`src/rtl/butterfly_pipe_if.sv`:
```
// Streaming port bundle for butterfly_pipe: input beat (A, B, W, scale) with
// valid/ready, and output beat (A', B', overflow flags) with valid/ready.
interface butterfly_pipe_if #(
  parameter int DW = 16,
  parameter int TW = 16
);
  logic          i_valid;
  logic          i_ready;
  logic [DW-1:0] i_data_ra;
  logic [DW-1:0] i_data_ca;
  logic [DW-1:0] i_data_rb;
  logic [DW-1:0] i_data_cb;
  logic [TW-1:0] i_twiddle_r;
  logic [TW-1:0] i_twiddle_c;
  logic          i_scale;
  logic          o_valid;
  logic          o_ready;
  logic [DW-1:0] o_data_ra;
  logic [DW-1:0] o_data_ca;
  logic [DW-1:0] o_data_rb;
  logic [DW-1:0] o_data_cb;
  logic          o_ovf;
  logic          o_ovf_sticky;

  modport master (
    output i_valid, i_data_ra, i_data_ca, i_data_rb, i_data_cb,
           i_twiddle_r, i_twiddle_c, i_scale, o_ready,
    input  i_ready, o_valid, o_data_ra, o_data_ca, o_data_rb, o_data_cb,
           o_ovf, o_ovf_sticky
  );

  modport slave (
    input  i_valid, i_data_ra, i_data_ca, i_data_rb, i_data_cb,
           i_twiddle_r, i_twiddle_c, i_scale, o_ready,
    output i_ready, o_valid, o_data_ra, o_data_ca, o_data_rb, o_data_cb,
           o_ovf, o_ovf_sticky
  );
endinterface

```
`src/rtl/butterfly_pipe.sv`:
```
// Three-stage pipelined radix-2 DIT butterfly: A' = A + B*W, B' = A - B*W,
// with optional per-beat halving, round half-up, saturation and overflow flags.
module butterfly_pipe #(
  parameter int DW = 16,
  parameter int TW = 16
) (
  input  logic          clk,
  input  logic          rst,
  butterfly_pipe_if.slave bus
);
  localparam int PW = DW + TW;
  localparam int FW = PW + 1;
  localparam int QW = DW + 2;
  localparam int SW = DW + 3;

  localparam logic signed [FW-1:0] RND  = FW'(1) << (TW - 3);
  localparam logic signed [SW-1:0] ONE  = SW'(1);
  localparam logic signed [SW-1:0] MAXV = {{(SW-DW+1){1'b0}}, {(DW-1){1'b1}}};
  localparam logic signed [SW-1:0] MINV = {{(SW-DW+1){1'b1}}, {(DW-1){1'b0}}};

  // One enable for every stage: bubbles are held in place, never collapsed.
  logic en;
  assign en          = bus.o_ready | ~bus.o_valid;
  assign bus.i_ready = en;

  logic signed [DW-1:0] br, bc;
  logic signed [TW-1:0] wr, wc;
  logic signed [PW-1:0] m_rr, m_cc, m_rc, m_cr;

  assign br   = $signed(bus.i_data_rb);
  assign bc   = $signed(bus.i_data_cb);
  assign wr   = $signed(bus.i_twiddle_r);
  assign wc   = $signed(bus.i_twiddle_c);
  assign m_rr = PW'(br) * PW'(wr);
  assign m_cc = PW'(bc) * PW'(wc);
  assign m_rc = PW'(br) * PW'(wc);
  assign m_cr = PW'(bc) * PW'(wr);

  logic                 s1_valid, s1_scale;
  logic signed [PW-1:0] s1_rr, s1_cc, s1_rc, s1_cr;
  logic signed [DW-1:0] s1_ar, s1_ac;

  always_ff @(posedge clk) begin
    if (rst) begin
      s1_valid <= 1'b0;
      s1_scale <= 1'b0;
      s1_rr    <= '0;
      s1_cc    <= '0;
      s1_rc    <= '0;
      s1_cr    <= '0;
      s1_ar    <= '0;
      s1_ac    <= '0;
    end else if (en) begin
      s1_valid <= bus.i_valid;
      s1_scale <= bus.i_scale;
      s1_rr    <= m_rr;
      s1_cc    <= m_cc;
      s1_rc    <= m_rc;
      s1_cr    <= m_cr;
      s1_ar    <= $signed(bus.i_data_ra);
      s1_ac    <= $signed(bus.i_data_ca);
    end
  end

  // Complex product with the rounding offset folded in before the shift.
  logic signed [FW-1:0] pr_full, pi_full;
  assign pr_full = FW'(s1_rr) - FW'(s1_cc) + RND;
  assign pi_full = FW'(s1_rc) + FW'(s1_cr) + RND;

  logic                 s2_valid, s2_scale;
  logic signed [QW-1:0] s2_pr, s2_pi;
  logic signed [DW-1:0] s2_ar, s2_ac;

  always_ff @(posedge clk) begin
    if (rst) begin
      s2_valid <= 1'b0;
      s2_scale <= 1'b0;
      s2_pr    <= '0;
      s2_pi    <= '0;
      s2_ar    <= '0;
      s2_ac    <= '0;
    end else if (en) begin
      s2_valid <= s1_valid;
      s2_scale <= s1_scale;
      s2_pr    <= QW'(pr_full >>> (TW - 2));
      s2_pi    <= QW'(pi_full >>> (TW - 2));
      s2_ar    <= s1_ar;
      s2_ac    <= s1_ac;
    end
  end

  // Returns {clipped, value}: optional halving with round half-up, then clamp.
  function automatic logic [DW:0] finish_val(input logic signed [SW-1:0] v,
                                             input logic scale);
    logic signed [SW-1:0] t;
    logic [DW:0]          res;
    t = v;
    if (scale) t = (v + ONE) >>> 1;
    if (t > MAXV)      res = {1'b1, MAXV[DW-1:0]};
    else if (t < MINV) res = {1'b1, MINV[DW-1:0]};
    else               res = {1'b0, DW'(t)};
    return res;
  endfunction

  logic signed [SW-1:0] sr, si, dr, di;
  logic [DW:0]          f_sr, f_si, f_dr, f_di;
  logic                 ovf_next;

  always_comb begin
    sr       = SW'(s2_ar) + SW'(s2_pr);
    si       = SW'(s2_ac) + SW'(s2_pi);
    dr       = SW'(s2_ar) - SW'(s2_pr);
    di       = SW'(s2_ac) - SW'(s2_pi);
    f_sr     = finish_val(sr, s2_scale);
    f_si     = finish_val(si, s2_scale);
    f_dr     = finish_val(dr, s2_scale);
    f_di     = finish_val(di, s2_scale);
    ovf_next = f_sr[DW] | f_si[DW] | f_dr[DW] | f_di[DW];
  end

  always_ff @(posedge clk) begin
    if (rst) begin
      bus.o_valid      <= 1'b0;
      bus.o_data_ra    <= '0;
      bus.o_data_ca    <= '0;
      bus.o_data_rb    <= '0;
      bus.o_data_cb    <= '0;
      bus.o_ovf        <= 1'b0;
      bus.o_ovf_sticky <= 1'b0;
    end else if (en) begin
      bus.o_valid <= s2_valid;
      // Bubbles leave the last delivered beat on the outputs.
      if (s2_valid) begin
        bus.o_data_ra    <= f_sr[DW-1:0];
        bus.o_data_ca    <= f_si[DW-1:0];
        bus.o_data_rb    <= f_dr[DW-1:0];
        bus.o_data_cb    <= f_di[DW-1:0];
        bus.o_ovf        <= ovf_next;
        bus.o_ovf_sticky <= bus.o_ovf_sticky | ovf_next;
      end
    end
  end
endmodule

```
`src/flat_wrapper.sv`:
```
// flat-port wrapper written by rule: the top's interface ports become plain ports
module butterfly_pipe_flat 
#(
  parameter int DW = 16,
  parameter int TW = 16
)
  (clk, rst, bus_i_valid, bus_i_data_ra, bus_i_data_ca, bus_i_data_rb, bus_i_data_cb, bus_i_twiddle_r, bus_i_twiddle_c, bus_i_scale, bus_o_ready, bus_i_ready, bus_o_valid, bus_o_data_ra, bus_o_data_ca, bus_o_data_rb, bus_o_data_cb, bus_o_ovf, bus_o_ovf_sticky);
  butterfly_pipe_if #(.DW(DW), .TW(TW)) bus_i ();
  input  logic clk;
  input  logic rst;
  input wire logic [$bits(bus_i.i_valid)-1:0] bus_i_valid;
  input wire logic [$bits(bus_i.i_data_ra)-1:0] bus_i_data_ra;
  input wire logic [$bits(bus_i.i_data_ca)-1:0] bus_i_data_ca;
  input wire logic [$bits(bus_i.i_data_rb)-1:0] bus_i_data_rb;
  input wire logic [$bits(bus_i.i_data_cb)-1:0] bus_i_data_cb;
  input wire logic [$bits(bus_i.i_twiddle_r)-1:0] bus_i_twiddle_r;
  input wire logic [$bits(bus_i.i_twiddle_c)-1:0] bus_i_twiddle_c;
  input wire logic [$bits(bus_i.i_scale)-1:0] bus_i_scale;
  input wire logic [$bits(bus_i.o_ready)-1:0] bus_o_ready;
  output wire logic [$bits(bus_i.i_ready)-1:0] bus_i_ready;
  output wire logic [$bits(bus_i.o_valid)-1:0] bus_o_valid;
  output wire logic [$bits(bus_i.o_data_ra)-1:0] bus_o_data_ra;
  output wire logic [$bits(bus_i.o_data_ca)-1:0] bus_o_data_ca;
  output wire logic [$bits(bus_i.o_data_rb)-1:0] bus_o_data_rb;
  output wire logic [$bits(bus_i.o_data_cb)-1:0] bus_o_data_cb;
  output wire logic [$bits(bus_i.o_ovf)-1:0] bus_o_ovf;
  output wire logic [$bits(bus_i.o_ovf_sticky)-1:0] bus_o_ovf_sticky;
  assign bus_i.i_valid = bus_i_valid;
  assign bus_i.i_data_ra = bus_i_data_ra;
  assign bus_i.i_data_ca = bus_i_data_ca;
  assign bus_i.i_data_rb = bus_i_data_rb;
  assign bus_i.i_data_cb = bus_i_data_cb;
  assign bus_i.i_twiddle_r = bus_i_twiddle_r;
  assign bus_i.i_twiddle_c = bus_i_twiddle_c;
  assign bus_i.i_scale = bus_i_scale;
  assign bus_i.o_ready = bus_o_ready;
  assign bus_i_ready = bus_i.i_ready;
  assign bus_o_valid = bus_i.o_valid;
  assign bus_o_data_ra = bus_i.o_data_ra;
  assign bus_o_data_ca = bus_i.o_data_ca;
  assign bus_o_data_rb = bus_i.o_data_rb;
  assign bus_o_data_cb = bus_i.o_data_cb;
  assign bus_o_ovf = bus_i.o_ovf;
  assign bus_o_ovf_sticky = bus_i.o_ovf_sticky;
  butterfly_pipe #(.DW(DW), .TW(TW)) u_core (.clk(clk), .rst(rst), .bus(bus_i));
endmodule
```
`config.mk`:
```
export PLATFORM = sky130hd
export DESIGN_NAME = butterfly_pipe_flat
export DESIGN_NICKNAME = d
export VERILOG_FILES = /design/src/rtl/butterfly_pipe_if.sv /design/src/rtl/butterfly_pipe.sv /design/src/flat_wrapper.sv
export SDC_FILE = /design/constraint.sdc
export NUM_CORES = 2
export LEC_CHECK = 0
export ABC_AREA = 1
export BUFFER_PORTS_ARGS = -buffer_cell sky130_fd_sc_hd__buf_2
export CORE_UTILIZATION = 58
export CTS_BUF_LIST = sky130_fd_sc_hd__clkbuf_4
export CTS_CLUSTER_DIAMETER = 120
export CTS_CLUSTER_SIZE = 40
export DETAILED_ROUTE_END_ITERATION = 16
export PLACE_DENSITY = 0.78
export SLEW_MARGIN = 20
export SYNTH_ARGS = -nofsm -noshare
export SYNTH_HDL_FRONTEND = slang
export SYNTH_SLANG_ARGS = --single-unit
```
`constraint.sdc`:
```
create_clock -name clk -period 5.4 [get_ports clk]
set_input_delay 0 -clock clk [delete_from_list [all_inputs] [get_ports clk]]
set_output_delay 0 -clock clk [all_outputs]
set_load 0.01 [all_outputs]
```
== Yosys cells after proc, flatten, opt, wreduce, memory -nomap -nowiden ==
Index checks and enable logic that the tools add are counted.

* Add/subtract/negate cells: 12
* Multipliers: 4
* $lt $le $gt $ge: 8
* Mux-type cells: 12
* Bitwise operators: 6
* Reductions and logical operators: 1

{| class="wikitable"
|+ Operators by type and width
! cell !! number
|-
| $mux W17 || 8
|-
| $mul A16 B16 Y32 || 4
|-
| $add A19 B2 Y19 const B || 4
|-
| $gt A19 B16 Y1 const B || 4
|-
| $lt A19 B16 Y1 const B || 4
|-
| $mux W19 || 4
|-
| $add A32 B15 Y32 const B || 2
|-
| $add A16 B18 Y19 || 2
|-
| $sub A16 B18 Y19 || 2
|-
| $add A32 B32 Y32 || 1
|-
| $sub A32 B32 Y32 || 1
|-
| $or A1 B1 Y1 || 5
|-
| $reduce_and A2 Y1 || 1
|-
| $not A1 Y1 || 1
|}

* Register bits: 299
* Input bits: 101
* Output and inout port bits: 68
* Word-level logic and storage cells: 64

== Logic depth before layout (Yosys ltp) ==
* Word-level depth: 10
* Depth in mapped cells: 31
* Gate-level depth less buffers: 30

== Worst setup path after synthesis ==
No wires, ideal clock.

* Path kind: input-to-reg
* Start point: in bus_i_twiddle_r[1]
* End point: reg u_core.s1_cr[28]
* Data arrival time: 5.355 ns
* Required time: 5.286 ns
* Path slack: -0.068 ns
* Stages on the path: 26
* Buffers on the path: 1
* Cells stage by stage: clkbuf_1 -> nand2_1 -> fa_1 -> inv_1 -> fa_1 -> inv_1 -> fa_1 -> inv_1 -> fa_1 -> inv_1 -> fa_1 -> fa_1 -> inv_1 -> ha_1 -> a21oi_1 -> inv_1 -> a31oi_1 -> nand2_1 -> a21boi_0 -> o21ai_0 -> a21boi_0 -> o21ai_0 -> nand2_1 -> nand2_1 -> o21bai_1 -> inv_1

* Cells in the longest elaborated chain, start to end: 1

{| class="wikitable"
|+ RTL lines
! what !! RTL line !! RTL
|-
| from (decl) || flat_wrapper.sv:16 || <nowiki>input wire logic [$bits(bus_i.i_twiddle_r)-1:0] bus_i_twiddle_r;</nowiki>
|-
| $mul A16 B16 Y32 || butterfly_pipe.sv:37 || <nowiki>assign m_cr = PW'(bc) * PW'(wr);</nowiki>
|-
| to (signal assigned) || butterfly_pipe.sv:59 || <nowiki>s1_cr <= m_cr;</nowiki>
|-
| to (decl) || butterfly_pipe.sv:40 || <nowiki>logic signed [PW-1:0] s1_rr, s1_cc, s1_rc, s1_cr;</nowiki>
|}

No other way between the ends.
A chain may end at the register's enable or synchronous reset.

== Worst setup path after layout ==
* Start point: in bus_i_data_cb[0]
* End point: reg u_core.s1_cr[28]

* Cells in the longest elaborated chain, start to end: 1

{| class="wikitable"
|+ RTL lines
! what !! RTL line !! RTL
|-
| from (decl) || flat_wrapper.sv:15 || <nowiki>input wire logic [$bits(bus_i.i_data_cb)-1:0] bus_i_data_cb;</nowiki>
|-
| $mul A16 B16 Y32 || butterfly_pipe.sv:37 ||
|}

No other way between the ends.

==> flow_summary.ini <==
[run_status]
status = finished, final reports clean

[timing]
worst_slack_ns = 0.206
final-max-slew-violation-count = 0
setup_viol_count_final = 0
worst_tran_pin_value_ns = 0.869
timing.max_slew.rel_slack_pct = 42.1
hold_viol_final = 0
timing.fmax_ghz = 0.193
grt_setup_unrepaired = false
finClkSkew_ns = 0.124
post-route-period-util_pct = 96.2
min_period_ns = 5.19

[grt]
first_pass_grt_wire_length_mm = 295
grt_overflow = 0
grt_start_max_net_pins = 173
grt_pass1_vias = 56900
grtUsageTotal_pct = 34.7
antenna_found_initial = 11

[hold_path]
worstHoldPathType = in2reg
timing.hold.worst.start = bus_i_twiddle_c[1]
worstHoldPathCells = 8

[drt]
wl_per_cell_um = 17.5
drt_wl_total_mm = 183
post-route-drc-count = 0
via_per_inst = 5.32
via_count = 55500
drt_first_iter_violations = 4241
drt_pre_antenna_iters = 12
drtAntennaViolNets = 0

[synth]
synthesized_instance_count = 8313
leading_register_cell_type_out_of_synthesis = dfxtp_1
synth.distinct_cells = 60
synth_enable_flop_cells = 0
share_of_flip_flops_with_an_asynchronous_set_or_reset_pct = 0
postSynthRegisterBits = 299
synth.avg_cell_area_sq_um = 7.41
ys.warnings.count = 0
netlist_area_sq_um = 61600
yosysSeqAreaShare_pct = 9.72
synthesis.nets = 9988

[cells_and_area]
fin_nets = 10700
multi_input_area_sq_um = 46100
layout-drive-gt1-share_pct = 11.4
area_growth_syn_to_layout_pct = 14.7
register_area_sq_um = 5990
filler_cell_count = 8957

[run]
max_cap_violations = 0

[floorplan]
fp.coreArea_sq_um = 105000
area_of_the_die_sq_um = 107000
die_w_um = 328
die_h_um = 328
rows = 119
ios = 169
initial_core_util_pct = 58.5

[placement]
place_congestion = 1.03
place.port_buffers = 168
place_worst_setup_slack_ns = -0.625
hpwlAfterDp_mm = 153

[clocking]
cts.htree.levels = 1
cts_tree = built
clk_path_buf_depth = 3
cts_made_buffers = 14
numClockSinks = 299
cts-root-buf = clkbuf_4
clkSlewWorstSetupHoldPaths_ns = 0.38
worst_skew_pair.late_latency_ns = 0.96

[critical_path]
critPathKind = in2reg
critPathRequiredTime_ns = 6.18
critical_path_start = bus_i_data_cb[0]
critical_path_peak_fanout = 5
worstSetupEndpointType = flip-flop
worst_ep_arrival_time_ns = 5.97
regToRegStartpoint = u_core.s2_pr[2]
worstSetupStartpointType = input port
timing.reg2reg.worst_path_depth = 25
-- layout make-up --
class / instances / area share (%)
Tap cell: 1391 / 2.46
Clock buffer: 15 / 0.159
Clock inverter: 7 / 0.218
Antenna cell: 9 / 0.0319
Multi-Input combinational cell: 5498 / 65.2
Inverter: 2180 / 11.6
Timing Repair Buffer: 1031 / 11.8
Sequential cell: 299 / 8.48
-- timing repair --
| item | 4_1_cts | 5_1_grt |
|---|---|---|
| resized for setup | 0 | 19 |
| setup buffers | 0 | 0 |
| hold buffers | 131 | 0 |
| hold endpoints to repair | 246 | 0 |
| endpoints found under the setup margin | 0 | 22 |
-- worst paths after layout --
kind | slack, ns | end
max | 0.21 | u_core.s1_cr[28]
min reg2reg | 0.47 | u_core.bus.o_ovf_sticky
min | 0.05 | u_core.s1_rc[1]
max reg2reg | 1.56 | u_core.bus.o_ovf
-- cells by family after synthesis --
logic type	synth area share, %
simple gates	18.0
buf+inv	15.5
fa+ha+maj	44.8
flops	9.72
xor+xnor	2.42
compound gates	9.56
-- synthesized netlist by cell type (9+ instances only) --
cell | count | area [sq um]
a211oi_1 | 10 | 75.1
a21boi_0 | 11 | 82.6
a21o_1 | 11 | 82.6
a21oi_1 | 368 | 1840
a31oi_1 | 25 | 156
buf_1 | 9 | 33.8
buf_2 | 20 | 100
buf_4 | 10 | 75.1
clkbuf_1 | 289 | 1080
dfxtp_1 | 299 | 5990
fa_1 | 1052 | 21100
ha_1 | 522 | 6530
inv_1 | 2166 | 8130
inv_2 | 12 | 45.0
nand2_1 | 1917 | 7200
nand2_2 | 29 | 181
nand3_1 | 214 | 1070
nand3_2 | 10 | 100
nand3b_1 | 9 | 67.6
nand4_1 | 45 | 282
nor2_1 | 447 | 1680
nor2_2 | 14 | 87.6
nor3_1 | 34 | 170
nor4_1 | 14 | 87.6
o211ai_1 | 92 | 691
o21a_1 | 13 | 97.6
o21ai_0 | 324 | 1620
o21bai_1 | 83 | 623
o221ai_1 | 25 | 219
o31ai_1 | 10 | 75.1
xnor2_1 | 75 | 657
xor2_1 | 90 | 788
-- critical path: stages --
cell and delay, ns:
dlygate4sd3_1 0.60, clkbuf_4 0.24, inv_1 0.09, nand2_1 0.07
fa_1 0.51, fa_1 0.43, fa_1 0.50, inv_1 0.05
fa_1 0.47, inv_1 0.05, fa_1 0.47, fa_1 0.50
inv_1 0.04, ha_1 0.36, buf_4 0.17, nand2_1 0.08
nor2_1 0.10, o21ai_0 0.09, nand2_1 0.14, a21boi_2 0.09
o21ai_1 0.19, a21boi_0 0.13, o21ai_0 0.28, nor2_1 0.10
o21bai_1 0.15, inv_1 0.05
-- cell usage in the layout (no fill, tap or decap), types with 213 or more instances in the layout --
cell	count
o21ai_0	319
nand3_1	213
nand2_1	1917
fa_1	1051
nor2_1	445
inv_1	2164
buf_4	677
ha_1	522
a21oi_1	364
dfxtp_1	298
-- per-layer routing --
layer	up-vias	global-route usage, %	wire (um)
met1	26900	44.8	73600
met4	8	14.8	8930
li1	26100	-	-
met5	-	0	69
met3	391	4.31	13100
met2	2034	58.6	86800
-- flip-flops by register name, indices dropped and copies added, names as in the netlist, 16 cells and up --
name / count
u_core.bus.o_data_ca: 16
u_core.s1_rr: 32
u_core.bus.o_data_cb: 16
u_core.bus.o_data_ra: 16
u_core.s1_cr: 32
u_core.s1_ac: 16
u_core.s1_rc: 32
u_core.s1_cc: 32
u_core.s1_ar: 16
u_core.s2_ac: 16
u_core.s2_pi: 18
u_core.bus.o_data_rb: 16
u_core.s2_pr: 18
u_core.s2_ar: 16
-- through the flow --
| stage | hold slack (ns) | TNS [ns] | instances | util (%) | cell area, sq um |
|---|---|---|---|---|---|
| 6_report | 0.0485 | 0 | 10400 | 67.1 | 70600 |
| 2_1_floorplan | 0.156 | -0.0326 | 8313 | - | 61600 |
| 4_1_cts | 0.0596 | 0 | 10400 | 67.1 | 70600 |
| 3_5_place_dp | 0.264 | -20.71 | 10300 | 65.6 | 69000 |
| 5_1_grt | 0.0966 | 0 | 10400 | 67.1 | 70600 |
| 3_3_place_gp | 0.256 | -15.15 | 10300 | 65.6 | 69000 |
Power is not shown: default switching activity piles up to over one toggle a cycle in this logic, so the estimate is an artifact.
